File: src/rtl/e203_itcm_arb.sv
// rtl/e203_itcm_arb.sv - two-master ICB arbiter (IFU + LSU) onto the single ITCM port
//
// Purpose: combinationally grants the ITCM command port to the LSU or the IFU,
// records the source of every accepted command in a small outstanding FIFO and
// steers each ITCM response back to the master at the FIFO head. Also tracks
// whether the SRAM output register still holds the IFU's last fetch.
//
// Optional feature: define E203_ITCM_ARB_ANTISTARVE_EN to add a saturating
// IFU starvation counter that promotes the IFU over the LSU after STARVE_MAX
// consecutive blocked cycles. Undefined: strict LSU priority.
//
// Ports:
//   clk, rst                     clock, synchronous active-high reset
//   ifu_cmd_*  / ifu_rsp_*       IFU ICB port (commands are always reads)
//   lsu_cmd_*  / lsu_rsp_*       LSU ICB port
//   itcm_cmd_* / itcm_rsp_*      shared ITCM ICB port
//   ifu_holdup                   ITCM output still holds the last IFU read data
//   arb_idle                     no outstanding transactions
module e203_itcm_arb #(
  parameter int unsigned AW         = 16,
  parameter int unsigned DW         = 64,
  parameter int unsigned OUTS_DEPTH = 2,
  parameter int unsigned STARVE_MAX = 4
) (
  input  logic            clk,
  input  logic            rst,
  input  logic            ifu_cmd_valid,
  output logic            ifu_cmd_ready,
  input  logic [AW-1:0]   ifu_cmd_addr,
  output logic            ifu_rsp_valid,
  input  logic            ifu_rsp_ready,
  output logic            ifu_rsp_err,
  output logic [DW-1:0]   ifu_rsp_rdata,
  input  logic            lsu_cmd_valid,
  output logic            lsu_cmd_ready,
  input  logic            lsu_cmd_read,
  input  logic [AW-1:0]   lsu_cmd_addr,
  input  logic [DW-1:0]   lsu_cmd_wdata,
  input  logic [DW/8-1:0] lsu_cmd_wmask,
  output logic            lsu_rsp_valid,
  input  logic            lsu_rsp_ready,
  output logic            lsu_rsp_err,
  output logic [DW-1:0]   lsu_rsp_rdata,
  output logic            itcm_cmd_valid,
  input  logic            itcm_cmd_ready,
  output logic            itcm_cmd_read,
  output logic [AW-1:0]   itcm_cmd_addr,
  output logic [DW-1:0]   itcm_cmd_wdata,
  output logic [DW/8-1:0] itcm_cmd_wmask,
  input  logic            itcm_rsp_valid,
  output logic            itcm_rsp_ready,
  input  logic            itcm_rsp_err,
  input  logic [DW-1:0]   itcm_rsp_rdata,
  output logic            ifu_holdup,
  output logic            arb_idle
);

  localparam int unsigned CW = $clog2(OUTS_DEPTH + 1);
  localparam int unsigned PW = (OUTS_DEPTH > 1) ? $clog2(OUTS_DEPTH) : 1;

  logic [OUTS_DEPTH-1:0] r_fifo_id;   // 0 = IFU, 1 = LSU
  logic [PW-1:0]         r_wptr;
  logic [PW-1:0]         r_rptr;
  logic [CW-1:0]         r_cnt;
  logic                  r_holdup;

  logic w_full, w_empty, w_head_lsu;
  logic w_ifu_pri, w_gnt_lsu, w_gnt_ifu;
  logic w_cmd_hs, w_push, w_pop;

  function automatic logic [PW-1:0] ptr_inc(input logic [PW-1:0] p);
    ptr_inc = (p == PW'(OUTS_DEPTH - 1)) ? '0 : p + 1'b1;
  endfunction

  assign w_full     = (r_cnt == CW'(OUTS_DEPTH));
  assign w_empty    = (r_cnt == '0);
  assign w_head_lsu = r_fifo_id[r_rptr];

  // Grant: LSU wins unless the IFU has been promoted and is requesting.
  assign w_gnt_lsu = lsu_cmd_valid & ~(w_ifu_pri & ifu_cmd_valid);
  assign w_gnt_ifu = ifu_cmd_valid & ~w_gnt_lsu;

  // No bypass: a full FIFO blocks commands even when a pop happens this cycle.
  assign itcm_cmd_valid = (w_gnt_lsu | w_gnt_ifu) & ~w_full;
  assign lsu_cmd_ready  = w_gnt_lsu & itcm_cmd_ready & ~w_full;
  assign ifu_cmd_ready  = w_gnt_ifu & itcm_cmd_ready & ~w_full;

  assign itcm_cmd_read  = w_gnt_lsu ? lsu_cmd_read  : 1'b1;
  assign itcm_cmd_addr  = w_gnt_lsu ? lsu_cmd_addr  : ifu_cmd_addr;
  assign itcm_cmd_wdata = w_gnt_lsu ? lsu_cmd_wdata : '0;
  assign itcm_cmd_wmask = w_gnt_lsu ? lsu_cmd_wmask : '0;

  assign w_cmd_hs = itcm_cmd_valid & itcm_cmd_ready;
  assign w_push   = w_cmd_hs;

  // Responses with nothing outstanding are swallowed (ready=1, no routing).
  assign ifu_rsp_valid  = itcm_rsp_valid & ~w_empty & ~w_head_lsu;
  assign lsu_rsp_valid  = itcm_rsp_valid & ~w_empty &  w_head_lsu;
  assign itcm_rsp_ready = w_empty ? 1'b1 : (w_head_lsu ? lsu_rsp_ready : ifu_rsp_ready);
  assign w_pop          = itcm_rsp_valid & itcm_rsp_ready & ~w_empty;

  assign ifu_rsp_rdata = itcm_rsp_rdata;
  assign lsu_rsp_rdata = itcm_rsp_rdata;
  assign ifu_rsp_err   = itcm_rsp_err;
  assign lsu_rsp_err   = itcm_rsp_err;

  assign ifu_holdup = r_holdup;
  assign arb_idle   = w_empty;

  always_ff @(posedge clk) begin
    if (rst) begin
      r_wptr <= '0;
      r_rptr <= '0;
      r_cnt  <= '0;
    end else begin
      if (w_push) begin
        r_fifo_id[r_wptr] <= w_gnt_lsu;
        r_wptr            <= ptr_inc(r_wptr);
      end
      if (w_pop) begin
        r_rptr <= ptr_inc(r_rptr);
      end
      if (w_push && !w_pop) begin
        r_cnt <= r_cnt + 1'b1;
      end else if (w_pop && !w_push) begin
        r_cnt <= r_cnt - 1'b1;
      end
    end
  end

  // Any LSU access overwrites the SRAM output register, so only the most
  // recent accepted command decides whether the IFU data is still there.
  always_ff @(posedge clk) begin
    if (rst) begin
      r_holdup <= 1'b0;
    end else if (w_cmd_hs) begin
      r_holdup <= ~w_gnt_lsu;
    end
  end

`ifdef E203_ITCM_ARB_ANTISTARVE_EN
  localparam int unsigned SW = (STARVE_MAX > 0) ? $clog2(STARVE_MAX + 1) : 1;

  logic [SW-1:0] r_starve_cnt;
  logic          r_ifu_prio;
  logic          w_starve_max;
  logic          w_ifu_hs;

  assign w_starve_max = (r_starve_cnt == SW'(STARVE_MAX));
  assign w_ifu_hs     = ifu_cmd_valid & ifu_cmd_ready;
  // The compare term lets the IFU win in the very cycle the count saturates.
  assign w_ifu_pri    = r_ifu_prio | w_starve_max;

  always_ff @(posedge clk) begin
    if (rst) begin
      r_starve_cnt <= '0;
      r_ifu_prio   <= 1'b0;
    end else if (w_ifu_hs) begin
      r_starve_cnt <= '0;
      r_ifu_prio   <= 1'b0;
    end else begin
      if (ifu_cmd_valid && !w_starve_max) begin
        r_starve_cnt <= r_starve_cnt + 1'b1;
      end
      if (w_starve_max) begin
        r_ifu_prio <= 1'b1;
      end
    end
  end
`else
  assign w_ifu_pri = 1'b0;
`endif

endmodule

File: config.mk
export PLATFORM = sky130hd
export DESIGN_NAME = e203_itcm_arb
export DESIGN_NICKNAME = d
export VERILOG_FILES = /design/src/rtl/e203_itcm_arb.sv
export SDC_FILE = /design/constraint.sdc
export NUM_CORES = 1
export LEC_CHECK = 0
export BUFFER_PORTS_ARGS = -buffer_cell sky130_fd_sc_hd__clkbuf_2
export CAP_MARGIN = 20
export CORE_AREA = 5 5 153 155
export CTS_CLUSTER_DIAMETER = 60
export DETAILED_ROUTE_END_ITERATION = 6
export DIE_AREA = 0 0 158 160
export GPL_TIMING_DRIVEN = 0
export SLEW_MARGIN = 10
export SYNTH_ARGS = -nofsm -noshare
export SYNTH_HDL_FRONTEND = slang
export SYNTH_SLANG_ARGS = --single-unit
File: constraint.sdc
create_clock -name clk -period 5.26 [get_ports clk]
set_clock_uncertainty 0.2 [all_clocks]
set_input_delay 0.263 -clock clk [delete_from_list [all_inputs] [get_ports clk]]
set_output_delay 0.263 -clock clk [all_outputs]
set_load 0.01 [all_outputs]
==> out/metrics.csv <==
stage,metric,value,unit
clock_network,ctsResizeCount,0,
critical_path,regToRegEndpoint,r_cnt[1],
timing,hold_viol_final,0,
place,dp.cells,894,
routing,wl_per_cell,11.6,µm
routing,num_vias,2798,
clock_network,cts_sinks,7,
place,numPortBuffers,338,
timing,drv_slew,0,
timing,fmax,423,MHz
logic_synthesis,ys_ff_latch,7,
die,core_area,0.0217,mm²
timing,period_share,44.9,%
die,fp.dieW,158,µm
logic_synthesis,synth_area_per_cell,7.51,µm²
job,drv_cap,0,
final_layout,area_delta_synth_final,102,%
die,dieArea,0.0253,mm²
logic_synthesis,synth_edf_count,2,
power_and_ir_drop,intPower,385,µW
clock_network,cts_hold_buf,0,
clock_network,worstSkewPairLatency,0.23,ns
routing,viasPerCell,3.12,
power_and_ir_drop,pwr-share-comb,65.8,%
critical_path,worst-r2r-setup-slack,3.09,ns
place,pre_cts_slack,2.75,ns
final_layout,n_antenna_cell,0,
die,fp.dieH,160,µm
critical_path,arrival,1.90,ns
clock_network,clk_path_buf_depth,2,
timing,max_slew.worst_pin.slew,0.724,ns
grt,grtUsageTotal,7.21,%
logic_synthesis,ys_top_cells_by_count,"buf_4, and2_1, mux2_1",
logic_synthesis,syn-num-nets,455,
clock_network,cts-root-buf,clkbuf_16,
grt,grt_pass1_wl,14.8,mm
timing,setup_violations,0,
min_path,hp-class,input pin to flop,
die,rows,54,
critical_path,timing_worst_setup_path_type,input pin to output port,
power_and_ir_drop,power_density,147,mW/mm²
routing,first_pass_iters,4,
power_and_ir_drop,finalPower,615,µW
die,initial_utilization,9.55,%
power_and_ir_drop,p_clk_share,21.3,%
logic_synthesis,synth_seq_area_share,7.73,%
power_and_ir_drop,p_switching,230,µW
timing,rsz0062_at_grt,false,
logic_synthesis,yosysTopAreaCellShare,47.5,%
critical_path,cp_max_fo,10,
logic_synthesis,ys_types,30,
power_and_ir_drop,ir_drop,0.0848,mV
critical_path,critPathLaunch,lsu_cmd_valid,
routing,ant_nets,0,
critical_path,endpoint,itcm_cmd_addr[6],
routing,wirelength,10.5,mm
timing,fin_hold_ws,0.0632,ns
clock_network,numCtsBuffers,3,
timing,finalSetupTns,0,ns
timing,fin_ws,2.90,ns
final_layout,fin_cells,898,
logic_synthesis,netlist_instances,276,
routing,post-route-drc-count,0,
grt,gr-total-overflow,0,
clock_network,path_clk_slew,0.04,ns
logic_synthesis,synth_area,0.00207,mm²
routing,drtIter0Drc,33,
grt,antenna_found_initial,0,
place,gp_congestion,0.806,
logic_synthesis,ys.flop_type,dfxtp_1,
clock_network,cts_tree,built,
grt,grt_pass1_vias,2720,
critical_path,start_kind,input pin,
logic_synthesis,synthTopCellsByArea,"buf_4, and2_1, mux2_1, dfxtp_1, edfxtp_1",
logic_synthesis,ys_warn_count,0,
timing,min_period,2.36,ns
clock_network,htreeDepth,1,
die,io_pins,405,
final_layout,fin_nets,798,
power_and_ir_drop,pwr-share-seq,12.9,%
timing,relSlewSlack,51.7,%
logic_synthesis,yosys.area.top_type,buf_4,
logic_synthesis,yosysMostFrequentCell,buf_4,
critical_path,timing.rr.start,r_rptr,
critical_path,reg2reg_depth,6,
critical_path,required,4.80,ns
critical_path,end_kind,output port,
logic_synthesis,synth-async-reset-ratio,0,%
clock_network,postCtsSetupBuffers,0,
grt,grt_max_degree,11,
power_and_ir_drop,leakage,2.53,nW
status,status,"finished, final reports clean",
place,dp_hpwl,9.83,mm
final_layout,drive_gt1_share,77.2,%
power_and_ir_drop,p_sw_share,37.4,%
==> worst min-delay path by stage <==
stage / cells after the start / startpoint / slack [ns] / to
4_1_cts: 1 / lsu_cmd_valid / 0.07 / r_fifo_id[0]
5_1_grt: 1 / lsu_cmd_valid / 0.07 / r_fifo_id[1]
3_3_place_gp: 2 / r_wptr / 0.28 / r_wptr
2_1_floorplan: 0 / lsu_cmd_valid / 0.16 / r_fifo_id[0]
3_5_place_dp: 2 / r_wptr / 0.29 / r_wptr
6_report: 1 / lsu_cmd_valid / 0.06 / r_fifo_id[0]
==> final cells by class <==
class	count	area, µm²
Tap cell	280	350
Buffer	142	1030
Fill cell	2437	17500
Clock buffer	3	75.1
Clock inverter	1	5.00
Sequential cell	7	160
Inverter	3	11.3
Timing Repair Buffer	338	1690
Multi-Input combinational cell	124	873
==> critical path, cell delays in order <==
cell and delay [ns]:
clkbuf_2 0.11, clkbuf_1 0.56, buf_2 0.39, mux2_1 0.41, clkbuf_2 0.15
==> cell families after synthesis <==
family / synth area share [%]
xor+xnor: 0.846
simple gates: 27.2
mux: 10.9
buf+inv: 50.1
compound gates: 2.60
fa+ha+maj: 0.604
flops: 7.73
==> registers in the layout (all words and copies together), names as in the netlist <==
name and cells:
r_cnt 2, ifu_holdup 1, r_wptr 1, r_rptr 1
r_fifo_id 2
==> layout by cell type, fill, tap and decap left out, types with 2 or more instances in the layout <==
master and n:
o21ai_0 2, clkbuf_1 8, xor2_1 2, buf_2 2, mux2_1 17, clkbuf_16 3, o211ai_1 2, and2_1 72
inv_1 2, edfxtp_1 2, or3_1 2, a21oi_1 2, nor2b_1 2, nand2b_1 2, nor2_1 7, buf_4 131
nor3_1 2, mux2i_1 2, clkbuf_2 338, dfxtp_1 5
==> power by group through the flow <==
| stage | combinational [mW] | clock [mW] | sequential [mW] |
|---|---|---|---|
| 2_1_floorplan | 0.239 | 0 | 0.0772 |
| 3_3_place_gp | 0.408 | 0 | 0.0794 |
| 3_5_place_dp | 0.411 | 0 | 0.0803 |
| 4_1_cts | 0.413 | 0.136 | 0.0794 |
| 5_1_grt | 0.445 | 0.139 | 0.0816 |
| 6_report | 0.405 | 0.131 | 0.0791 |
==> metal layers <==
layer	track usage [%]	part of all wire [%]	vias to the layer above
met2	13.3	52	164
met4	0.931	0.42	0
met3	1.11	9.1	2
met5	0	0	-
li1	-	-	1416
met1	9.04	38	1216
==> through the flow <==
| step | util, % | instance area [µm²] |
|---|---|---|
| global placement | 19.0 | 4110 |
| detailed placement | 19.0 | 4110 |
| floorplan | - | 2070 |
| global route | 19.3 | 4190 |
| CTS | 19.3 | 4190 |
| finish | 19.3 | 4190 |
(Power assumes the default switching activity.)
